### config.mk
export PLATFORM = sky130hd
export DESIGN_NAME = imem_loader
export DESIGN_NICKNAME = d
export VERILOG_FILES = /design/src/rtl/imem_loader_pkg.sv /design/src/rtl/imem_loader_word_assembler.sv /design/src/rtl/imem_loader.sv
export SDC_FILE = /design/constraint.sdc
export NUM_CORES = 1
export LEC_CHECK = 0
export ABC_CLOCK_PERIOD_IN_PS = 5150
export BUFFER_PORTS_ARGS = -buffer_cell sky130_fd_sc_hd__buf_2
export CAP_MARGIN = 5
export CORE_UTILIZATION = 40
export CTS_CLUSTER_SIZE = 12
export DETAILED_ROUTE_END_ITERATION = 8
export PLACE_DENSITY = 0.67
export SLEW_MARGIN = 20
export SYNTH_ARGS = -nofsm -noshare
export SYNTH_HDL_FRONTEND = slang
export SYNTH_SLANG_ARGS = --single-unit
### constraint.sdc
create_clock -name clk -period 5.15 [get_ports clk]
set_input_delay 1.03 -clock clk [delete_from_list [all_inputs] [get_ports clk]]
set_output_delay 1.03 -clock clk [all_outputs]
set_load 0.03 [all_outputs]
### src/rtl/imem_loader_pkg.sv
// Shared definitions for the instruction-memory loader: FSM encoding and memory sizing defaults.
package imem_loader_pkg;

    localparam int ROM_WORDS_DEF  = 1024;
    localparam int AW_DEF         = 10;
    localparam int BYTES_PER_WORD = 4;

    typedef enum logic [1:0] {
        ST_IDLE    = 2'd0,
        ST_COLLECT = 2'd1,
        ST_WRITE   = 2'd2,
        ST_DONE    = 2'd3
    } state_t;

endpackage

### src/rtl/imem_loader_word_assembler.sv
// Packs four bytes MSB-first into a 32-bit word; full_o flags the byte that completes a word.
module word_assembler (
    input  logic        clk,
    input  logic        rst,
    input  logic        clr_i,
    input  logic        shift_i,
    input  logic [7:0]  byte_i,
    output logic [31:0] word_o,
    output logic        full_o
);

    logic [31:0] data_q, data_d;
    logic [1:0]  cnt_q, cnt_d;

    always_ff @(posedge clk) begin
        if (rst) begin
            data_q <= '0;
            cnt_q  <= '0;
        end else begin
            data_q <= data_d;
            cnt_q  <= cnt_d;
        end
    end

    // The counter wraps to 0 after the fourth byte, so the next word starts cleanly.
    always_comb begin
        data_d = data_q;
        cnt_d  = cnt_q;
        if (clr_i) begin
            cnt_d = 2'd0;
        end else if (shift_i) begin
            data_d = {data_q[23:0], byte_i};
            cnt_d  = cnt_q + 2'd1;
        end
    end

    assign word_o = data_q;
    assign full_o = shift_i && !clr_i && (cnt_q == 2'd3);

endmodule

### src/rtl/imem_loader.sv
// Streams a byte-serial program into instruction memory, holding the CPU off while it owns the port.
module imem_loader
    import imem_loader_pkg::*;
#(
    parameter int ROM_WORDS = ROM_WORDS_DEF,
    parameter int AW        = AW_DEF
) (
    input  logic          clk,
    input  logic          rst,
    input  logic          load_start,
    input  logic [AW:0]   word_count,
    input  logic          byte_valid,
    input  logic [7:0]    byte_data,
    output logic          byte_ready,
    output logic          mem_we,
    output logic [AW-1:0] mem_waddr,
    output logic [31:0]   mem_wdata,
    output logic          fetch_stall,
    output logic          busy,
    output logic          done,
    output logic          err,
    output logic [1:0]    dbg_state_o
);

    localparam logic [AW:0] MAX_WC = (AW+1)'(ROM_WORDS);

    // Byte handshake: a byte transfers on a rising edge where byte_valid && byte_ready.
    state_t        state_q, state_d;
    logic [AW-1:0] idx_q, idx_d;
    logic [AW:0]   wc_q, wc_d;
    logic          err_q, err_d;

    logic          accept;
    logic          wc_ok;
    logic          asm_clr;
    logic          asm_full;
    logic [31:0]   asm_word;
    logic [AW:0]   idx_plus1;
    logic          last_word;

    assign accept    = byte_valid && byte_ready;
    assign wc_ok     = (word_count != '0) && (word_count <= MAX_WC);
    assign idx_plus1 = {1'b0, idx_q} + {{AW{1'b0}}, 1'b1};
    assign last_word = (idx_plus1 == wc_q);

    word_assembler u_asm (
        .clk     (clk),
        .rst     (rst),
        .clr_i   (asm_clr),
        .shift_i (accept),
        .byte_i  (byte_data),
        .word_o  (asm_word),
        .full_o  (asm_full)
    );

    always_ff @(posedge clk) begin
        if (rst) begin
            state_q <= ST_IDLE;
        end else begin
            state_q <= state_d;
        end
    end

    always_comb begin
        state_d = state_q;
        case (state_q)
            ST_IDLE:    if (load_start && wc_ok) state_d = ST_COLLECT;
            ST_COLLECT: if (asm_full)            state_d = ST_WRITE;
            ST_WRITE:   state_d = last_word ? ST_DONE : ST_COLLECT;
            ST_DONE:    state_d = ST_IDLE;
            default:    state_d = ST_IDLE;
        endcase
    end

    always_ff @(posedge clk) begin
        if (rst) begin
            idx_q <= '0;
            wc_q  <= '0;
            err_q <= 1'b0;
        end else begin
            idx_q <= idx_d;
            wc_q  <= wc_d;
            err_q <= err_d;
        end
    end

    // The index stops at the final word, so a full-depth load never wraps to 0.
    always_comb begin
        idx_d   = idx_q;
        wc_d    = wc_q;
        err_d   = 1'b0;
        asm_clr = 1'b0;
        case (state_q)
            ST_IDLE: begin
                if (load_start) begin
                    if (wc_ok) begin
                        idx_d   = '0;
                        wc_d    = word_count;
                        asm_clr = 1'b1;
                    end else begin
                        err_d = 1'b1;
                    end
                end
            end
            ST_WRITE: begin
                if (!last_word) idx_d = idx_q + {{(AW-1){1'b0}}, 1'b1};
            end
            default: begin
                idx_d = idx_q;
            end
        endcase
    end

    always_comb begin
        byte_ready  = 1'b0;
        mem_we      = 1'b0;
        mem_waddr   = '0;
        mem_wdata   = '0;
        busy        = 1'b0;
        done        = 1'b0;
        case (state_q)
            ST_COLLECT: begin
                byte_ready = 1'b1;
                busy       = 1'b1;
            end
            ST_WRITE: begin
                mem_we    = 1'b1;
                mem_waddr = idx_q;
                mem_wdata = asm_word;
                busy      = 1'b1;
            end
            ST_DONE: begin
                done = 1'b1;
                busy = 1'b1;
            end
            default: begin
                busy = 1'b0;
            end
        endcase
        fetch_stall = busy;
        err         = err_q;
        dbg_state_o = state_q;
    end

endmodule

# [Yosys cells after proc, flatten, opt, wreduce, memory -nomap -nowiden]
# Cells that the tools add are included.
[word_totals] word_cells=57 input_bits=23 ff_bits=58 output_inout_bits=50
[classes] n_reduce_logical=16 order_cmp=1 addsub=3 muxes=18 n_eq_ne=10 bitwise=3
[ops] op="$mux 10" n=4
[ops] op="$mux 32" n=1
[ops] op="$pmux 10 s2" n=1
[ops] op="$add 10x1->11 const B" n=1
[ops] op="$eq 11x11->1" n=1
[ops] op="$le 11x11->1 const B" n=1
[ops] op="$reduce_bool 11->1" n=1
[ops] op="$add 10x1->10 const B" n=1
[ops] op="$ne 2x2->1 const B" n=5
[ops] op="$mux 1" n=8
[ops] op="$pmux 2 s4" n=1
[ops] op="$eq 2x2->1 const B" n=3
[ops] op="$mux 2" n=3
[ops] op="$reduce_or 3->1" n=2
[ops] op="$logic_and 1x1->1" n=5
[ops] op="$reduce_and 2->1" n=2
[ops] op="$reduce_and 4->1" n=1
[ops] op="$not 1->1" n=3
[ops] op="$reduce_and 3->1" n=1
[ops] op="$add 2x1->2 const B" n=1
[ops] op="$eq 2x1->1 const B" n=1
[ops] op="$logic_not 2->1" n=1
[ops] op="$reduce_bool 2->1" n=1
[ops] op="$reduce_or 2->1" n=1
[ops] op="$logic_not 1->1" n=1

# [Logic depth before layout (Yosys ltp)]
# Gate-level depths: netlist of run 1.
[depth] depth_word=10 depth_mapped=9 mapped_depth_nobuf=7

# [Modules after synthesis]
# A second synthesis of run 1 with hierarchy kept.
[hier_totals] hier_cells=363 area_unflattened_um2=3199.3
[by_module_without_submodules] mod="imem_loader" seq_area_each_um2=480.5 area_per_inst_um2=1818.0 instances=1 cells_each=240
[by_module_without_submodules] mod="word_assembler" seq_area_each_um2=680.7 area_per_inst_um2=1381.3 instances=1 cells_each=123

# [Worst setup path before layout of run 1]
# No wires, ideal clock.
[synth_path] path_type="reg-to-output" start="register state_q[1] (netlist: dbg_state_o[1])" end="output mem_waddr[0]" slack_ps=2425 required_ps=4120 path_stages_with_launch=5 n_path_buf=1 arrival_time_ps=1695 path_cell_list="dfxtp_1 nand2_1 clkinv_1 clkbuf_1 and2_1"
[synth_between] elab_chain_len=2
[synth_lines] item="from (decl)" line="imem_loader.sv:28" source="state_t state_q, state_d;"
[synth_lines] item="from (signal assigned)" line="imem_loader.sv:60" source="state_q <= state_d;"
[synth_lines] item="$eq 2x2->1" line="imem_loader.sv:121" source="case (state_q)"
[synth_lines] item="$mux 10" line="imem_loader.sv:121"
[synth_lines] item="to (decl)" line="imem_loader.sv:16" source="output logic [AW-1:0] mem_waddr,"
# No other way between the ends.

# [Worst setup path after layout of run 1]
[layout_path] start="register state_q[0] (netlist: dbg_state_o[0])" end="output mem_wdata[19]"
[layout_between] elab_chain_len=2
[layout_lines] item="$eq 2x2->1" line="imem_loader.sv:121"
[layout_lines] item="$mux 32" line="imem_loader.sv:121"
[layout_lines] item="to (decl)" line="imem_loader.sv:17" source="output logic [31:0] mem_wdata,"
# No other way between the ends.

==> results of run 1 <==
## synthesized netlist by cell type, types with 5 or more instances
| master | instances |
|---|---|
| and2_1 | 41 |
| nand3_1 | 7 |
| nand2_1 | 78 |
| nor3_1 | 5 |
| dfxtp_1 | 58 |
| mux2i_1 | 11 |
| clkbuf_1 | 19 |
| a21boi_0 | 5 |
| nand4_1 | 5 |
| inv_1 | 10 |
| xor2_1 | 5 |
| buf_2 | 5 |
| nor2_1 | 24 |
| o21ai_0 | 6 |
| xnor2_1 | 7 |
| a21oi_1 | 42 |
| buf_4 | 5 |
## layer usage
metal  part of all wire  vias to the layer above
met5                  0                        -
met4             0.0048                        0
met3              0.064                        2
met2               0.45                       69
met1               0.48                     1242
li1                   -                     1412
## where the power goes
group / switching, mW / internal, mW
sequential: 0.00653 / 0.456
combinational: 0.0469 / 0.0260
clock: 0.188 / 0.286
## cells by family after synthesis
group	share of synthesized area
flops	0.3881
compound gates	0.1736
simple gates	0.2957
mux	0.03681
fa+ha+maj	0.008363
buf+inv	0.06232
xor+xnor	0.03513
## per-stage QoR
step                      worst slack, ps  hold WS, ps  instances
after floorplan                      2425        431.7        383
after global placement               1864        438.1        526
after detailed placement             1825        442.7        526
after CTS                            1460        452.4        542
after global routing                 1297        474.7        542
final                                1530        449.6        542
## final timing paths
path / end / slack [ps]
max reg2reg: idx_q[5] / 2230
min: u_asm.word_o[25] / 450
max: mem_wdata[19] / 1530
min reg2reg: u_asm.word_o[25] / 450
## flip-flops by register name (all words and copies together) (netlist names)
register,cells
dbg_state_o,2
err,1
idx_q,10
u_asm.cnt_q,2
u_asm.word_o,32
wc_q,11
## critical path: cells and delay by family (launching register included)
family	cells	cell delay, ps
buffers and inverters	3	1150
and+or+nand+nor	2	740
DFF	1	360
## cell type report
class,instances,share of cell area
flip-flops and latches,58,0.3232
well taps,99,0.03448
repair buffers,74,0.1045
inverters,11,0.01149
clock buffers,10,0.03831
multi-input cells,284,0.4633
clock inverters,6,0.02473
==> flow_summary.ini, run 1 <==
[finish]
design_area_mm2 = 0.003592
ff_latch_area_mm2 = 0.001161
nFillCells = 748
n_antenna_cell = 0
area_growth_pct = 20.08
post-route-util = 0.4953
mostFrequentLayoutCell = nand2_1
multi_input_area_mm2 = 0.001664
final_nets = 463
final_cell_mix = nand2_1 (77), buf_2 (72), dfxtp_1 (58)
drive_gt1_frac = 0.2235

[die]
fp.dieH_um = 88.48
core_area_mm2 = 0.007253
dieArea_mm2 = 0.007829
die-width_um = 88.48
rows = 31
ios = 73
initial_utilization = 0.4125

[global_route]
grt_use_met3 = 0.05224
use_met2 = 0.2727
grt_pass1_wl_mm = 11.41
antenna_found_initial = 0
grt_busiest_layer = met1
grt_use_total = 0.1899
grt_remaining_overflow = 0
grt_pass1_vias = 2325
use_met1 = 0.2754
grt_max_degree = 55

[cts]
h-tree-depth = 3
numCtsBuffers = 9
clockBufferDepth = 2
clock_sinks = 58
insertion_delay_ps = 330
cts.hold.buffers_added = 0
cts_tree = yes
cts-resized-gates = 0
root_buffer = clkbuf_8
clkTransAtPathRegs_ps = 70
cts_setup_buffers = 0

[timing]
finalClockSkew_ps = 7.548
rsz0062_at_grt = no
finalSetupTns_ps = 0
setup-violations-final = 0
drv_slew = 0
max_clock_freq_mhz = 276.2
worst_slew_pin_slew_ps = 1059
fin_crit_sh = 0.7029
slew_headroom = 0.2894
hold_viol_final = 0
period_minus_slack_ps = 3620

[critical_path]
startpoint_type = register
worstPathCellList = inv_1, nand2_1, clkinv_1, and2_1, buf_2
path_max_fanout = 46
cp-end-kind = output pin
crit_start = dbg_state_o[0]
critPathRequiredTime_ps = 4120
rr_worst_depth = 7
crit_arrival_ps = 2590
crit_type = register to output pin
r2r-start = idx_q[0]
slowest_stage = clkinv_1
critPathMaxStageDelay_ps = 890

[pwr]
finalPower_mw = 1.010
p_leak_nw = 1.463
vdd_ir_drop_max_uv = 139.6
pwr_density_cell_mw_per_mm2 = 281.2

[place]
placed_area_mm2 = 0.003351
dp_hpwl_mm = 4.961
port_buffers = 72
gp_congestion = 0.9018

[min_path]
min_from = u_asm.word_o[25]
hold_depth = 2
holdCritPathClass = register to register

[yosys]
async_flop_share = 0
syn_inst = 383
synth_area_leaders = dfxtp_1 (39%), nand2_1 (9.8%), and2_1 (8.6%), a21oi_1 (7.0%), mux2i_1 (3.7%)
yosysSeqAreaShare = 0.3881
syn_avg_cell_area_um2 = 7.811
synth_edf_count = 0
synth_nets = 408
netlist_area_mm2 = 0.002992
synth_cell_type_count = 51
synth-seq-cells = 58
synthFlopType = dfxtp_1
yosysTopAreaCell = dfxtp_1
netlist.area_leader.share = 0.3881
yosysWarnings = 0

[routing]
drc_errors = 0
drt_first_pass_iters = 4
wl_per_cell_um = 13.34
ant_nets = 0
via_count = 2725
finalWirelength_mm = 7.230
drt-vias-per-instance = 5.028
drtIter0Drc = 193

[outcome]
outcome = complete, no violations

[job]
max_cap_violations = 0
Note: power is estimated with default switching activity, not from simulation.
==> run 2, diff against run 1 <==
Settings changed: ABC_AREA set to 1, ABC_CLOCK_PERIOD_IN_PS 5150 to 3380.
Clock period 5.15 ns to 3.38 ns, I/O delays scaled along.
==> run 2 against run 1 <==
Net effect: power is 82% higher; worst hold slack improved by 6.4 ps; non-clock buffer count grew 2; worst setup slack worse by 760 ps; sequential power increased by 75%; clock-buffer cell count rose by 1; cell count rose by 12%; critical endpoint is now mem_waddr[0]; area after synthesis down 3.6%.
==> flow_summary.ini, run 2 <==
[critical_path]
startpoint_type = register
crit_buf_inv = 5
cp-end-kind = output pin
path_max_fanout = 25
cpLargestDelayFamily = buffers and inverters
critPathMaxStageDelay_ps = 390
crit_arrival_ps = 1930
critPathRequiredTime_ps = 2700
slowest_stage = dfxtp_1
crit_type = register to output pin
crit_path_frequent_cell = buf_4
worstPathCellList = inv_1, nor2_2, buf_4, clkinv_1, buf_4, nor2_1, buf_2

[yosys]
yosysWarnings = 0
synth_common_cells = nor2_1 (70), inv_1 (67), nand2_1 (64)
synth_cell_type_count = 22
synth_edf_count = 0
synth_nets = 467
async_flop_share = 0
synth_area_leaders = dfxtp_1 (40%), a21oi_1 (9.7%), nor2_1 (9.1%), inv_1 (8.7%), nand2_1 (8.3%)
syn_inst = 442
synth_most_common_cell = nor2_1
netlist.area_leader.share = 0.4024
synth-seq-cells = 58
syn_avg_cell_area_um2 = 6.528
yosysSeqAreaShare = 0.4024
netlist_area_mm2 = 0.002885
synthFlopType = dfxtp_1
yosysTopAreaCell = dfxtp_1

[die]
die-width_um = 86.93
initial_utilization = 0.4200
ios = 73
rows = 30
fp.dieH_um = 86.93
dieArea_mm2 = 0.007557
core_area_mm2 = 0.006869

[routing]
via_count = 2848
drt_first_pass_iters = 4
finalWirelength_mm = 7.074
drtIter0Drc = 111
ant_nets = 0
drt-vias-per-instance = 4.700
drc_errors = 0
wl_per_cell_um = 11.67

[cts]
cts-resized-gates = 0
root_buffer = clkbuf_8
h-tree-depth = 3
clock_sinks = 58
cts_tree = yes
cts.hold.buffers_added = 0
insertion_delay_ps = 340
cts_setup_buffers = 0
clkTransAtPathRegs_ps = 60
clockBufferDepth = 2
numCtsBuffers = 9

[timing]
period_minus_slack_ps = 2606
rsz0062_at_grt = no
fin_crit_sh = 0.7710
finalSetupTns_ps = 0
max_clock_freq_mhz = 383.7
drv_slew = 0
worst_slew_pin_slew_ps = 972.0
finalWorstSetupSlack_ps = 774.0
slew_headroom = 0.3497
hold_viol_final = 0
finalClockSkew_ps = 8.803
setup-violations-final = 0

[place]
port_buffers = 72
place_inst = 590
dp_hpwl_mm = 4.900
pre_cts_slack_ps = 860.6
gp_congestion = 0.8992

[global_route]
grt_busiest_layer = met2
grt_remaining_overflow = 0
antenna_found_initial = 0
grt_pass1_wl_mm = 11.74
grt_use_met3 = 0.05118
use_met1 = 0.2583
grt_use_total = 0.1985
grt_max_degree = 67
grt_pass1_vias = 2577
use_met2 = 0.3150

[finish]
n_antenna_cell = 0
largest_reg_flops = 32
drive_gt1_frac = 0.2020
final_nets = 530
final_cell_mix = buf_2 (72), nor2_1 (70), inv_1 (67)
final_cells = 606
area_growth_pct = 20.86
nFillCells = 715
mostFrequentLayoutCell = buf_2

[pwr]
vdd_ir_drop_max_uv = 224.6
p_leak_nw = 1.605
finalPower_mw = 1.838
pwr_density_cell_mw_per_mm2 = 527.1

[min_path]
holdCritPathClass = register to register

[job]
max_cap_violations = 0

[outcome]
outcome = complete, no violations
[run 2: cells by family after synthesis]
| family | synth area share |
|---|---|
| simple gates | 0.2658 |
| compound gates | 0.1769 |
| buf+inv | 0.1310 |
| flops | 0.4024 |
| xor+xnor | 0.01518 |
| fa+ha+maj | 0.008672 |
[run 2: stage by stage]
step	hold slack (ps)	cell area, um^2	util
2_1_floorplan	429.4	2885	-
3_3_place_gp	439.6	3283	0.4780
3_5_place_dp	447.6	3283	0.4780
4_1_cts	458.8	3487	0.5077
5_1_grt	474.0	3487	0.5077
6_report	456.0	3487	0.5077
[run 2: path summary, 6_finish.rpt]
path / to / startpoint / slack, ps / cells past startpoint
max: mem_waddr[0] / dbg_state_o[1] / 770 / 7
min: u_asm.word_o[26] / u_asm.word_o[26] / 460 / 2
max reg2reg: idx_q[9] / idx_q[1] / 1170 / 13
min reg2reg: u_asm.word_o[26] / u_asm.word_o[26] / 460 / 2
[run 2: cell type report]
class	count	area (um^2)	area share
repair buffers	76	390.4	0.1119
flip-flops and latches	58	1161	0.3330
multi-input cells	290	1349	0.3868
well taps	96	120.1	0.03445
clock buffers	11	151.4	0.04342
inverters	70	262.8	0.07535
clock inverters	5	52.55	0.01507
[run 2: metal layers]
metal | wire, um | up-vias
li1 | - | 1510
met1 | 3370 | 1261
met5 | 0 | -
met3 | 416 | 11
met4 | 101 | 0
met2 | 3186 | 66
[run 2: worst register-to-register path, cell delays in order (launching register included)]
cell and delay [ps]:
dfxtp_1 420, ha_1 230, nand2_1 120, inv_2 120, nand2_2 80, nor2_4 100, xor2_1 220, nand2_1 90
nand2_1 70, nor2_1 50, nand2_2 320, nand3_1 140, nand2_1 90, nor2_1 50
[run 2: power by group]
group	switching (mW)	internal [mW]	total, mW	leakage (nW)
logic	0.243	0.121	0.365	1.02
registers	0.0513	0.757	0.808	0.475
clock network	0.288	0.376	0.665	0.105
==> run 3, diff against run 2 <==
Settings changed: ABC_AREA 1 to 0, ABC_CLOCK_PERIOD_IN_PS 3380 to 2530.
Clock period 3.38 ns to 2.53 ns, I/O delays scaled along.
==> run 3 against run 2 <==
Net effect: first-iteration DRC count increased by 80%; global-route usage up 0.43 points; clock power is 19% higher; power grew 2.7%; largest power group unchanged; core utilization fell by 0.29 points.
==> flow_summary.ini, run 3 (synthesis gave the netlist of run 1 again) <==
[outcome]
outcome = complete, no violations

[cts]
insertion_delay_ps = 330
numCtsBuffers = 9
cts_setup_buffers = 0
cts-resized-gates = 0
clkTransAtPathRegs_ps = 70
clockBufferDepth = 2
cts.hold.buffers_added = 0
clock_sinks = 58
h-tree-depth = 3
root_buffer = clkbuf_8
cts_tree = yes

[pwr]
p_leak_nw = 1.531
vdd_ir_drop_max_uv = 305.6
pwr_density_cell_mw_per_mm2 = 515.4
finalPower_mw = 1.887

[timing]
setup-violations-final = 0
fin_crit_sh = 0.9412
finalSetupTns_ps = 0
period_minus_slack_ps = 2381
drv_slew = 0
rsz0062_at_grt = no
worst_slew_pin_slew_ps = 433.1
max_clock_freq_mhz = 420.0
finalClockSkew_ps = 9.771
slew_headroom = 0.7086
hold_viol_final = 0

[finish]
final_cell_mix = nand2_1 (78), buf_2 (72), dfxtp_1 (58)
final_nets = 479
mostFrequentLayoutCell = nand2_1
largest_reg_flops = 32
final_cells = 558
n_antenna_cell = 0
nFillCells = 742
multi_input_area_mm2 = 0.001649
ff_latch_area_mm2 = 0.001161
area_growth_pct = 22.38
drive_gt1_frac = 0.2484
post-route-util = 0.5047

[critical_path]
cp-end-kind = register
rr_endpoint = idx_q[7]
cp.depth = 7
startpoint_type = register
path_max_fanout = 11
crit_buf_inv = 1
r2r-start = idx_q[0]
critPathRequiredTime_ps = 2800
critPathMaxStageDelay_ps = 500
worstPathCellList = ha_1, buf_4, or4_1, a21oi_1, o211a_1, and2_1, o221a_1
crit_type = register to register
rr_worst_depth = 7
crit_arrival_ps = 2650
r2r_slack_ps = 150
cpLargestDelayFamily = simple AND/OR/NAND/NOR gates
slowest_stage = or4_1

[die]
core_area_mm2 = 0.007253
die-width_um = 88.48
dieArea_mm2 = 0.007829
ios = 73
fp.dieH_um = 88.48
rows = 31
initial_utilization = 0.4125

[global_route]
grt_remaining_overflow = 0
antenna_found_initial = 0
grt_max_degree = 46
grt_pass1_wl_mm = 12.23
grt_pass1_vias = 2518
grt_use_total = 0.2028

[routing]
drt-vias-per-instance = 5.048
wl_per_cell_um = 13.64
finalWirelength_mm = 7.609
drc_errors = 0
drt_first_pass_iters = 4
drtIter0Drc = 200
via_count = 2817
ant_nets = 0

[place]
dp_hpwl_mm = 5.516
port_buffers = 72
place_inst = 542
gp_congestion = 1.011

[min_path]
min_from = byte_data[6]
hold_path_end = u_asm.word_o[6]
holdCritPathClass = input pin to register
hold_depth = 3

[job]
max_cap_violations = 0
==> run 3: how the worst max path moves through the flow <==
stage	startpoint	endpoint	slack [ps]
4_1_cts	dbg_state_o[0]	mem_wdata[1]	160
6_report	idx_q[0]	idx_q[7]	150
3_3_place_gp	idx_q[0]	idx_q[3]	240
2_1_floorplan	dbg_state_o[1]	mem_waddr[0]	330
5_1_grt	idx_q[0]	idx_q[7]	0.4
3_5_place_dp	idx_q[0]	idx_q[5]	190
==> run 3: layout make-up <==
type / instances / share of cell area
Clock inverter: 4 / 0.006835
Clock buffer: 12 / 0.04511
Inverter: 11 / 0.01128
Sequential cell: 58 / 0.3172
Multi-Input combinational cell: 284 / 0.4504
Timing Repair Buffer: 90 / 0.1353
Tap cell: 99 / 0.03383
==> run 3: worst min-delay path, delay by kind of cell <==
kind,cells,cell delay (ps)
compound gates,1,50
buf+inv,1,90
simple gates,1,40
==> run 3: stage by stage <==
step | setup WS [ps] | hold slack [ps] | instance area, um^2
after floorplan | 329.5 | 431.7 | 2992
after global placement | 239.0 | 437.1 | 3471
after detailed placement | 191.3 | 442.1 | 3471
after CTS | 163.5 | 401.5 | 3661
after global routing | 0.4170 | 408.9 | 3661
final | 148.8 | 413.5 | 3661
==> run 3: metal layers <==
metal	vias to the layer above	GRT usage	routed length, um
met5	-	0	0
met3	7	0.03451	368
met4	0	0.06745	93
met1	1300	0.2901	3738
met2	77	0.3091	3409
li1	1433	-	-
==> run 3: power by group <==
group / switching [mW] / total [mW] / internal (mW)
clock network: 0.360 / 0.792 / 0.432
registers: 0.0134 / 0.943 / 0.929
logic: 0.0957 / 0.152 / 0.0567
total: 0.469 / 1.89 / 1.42
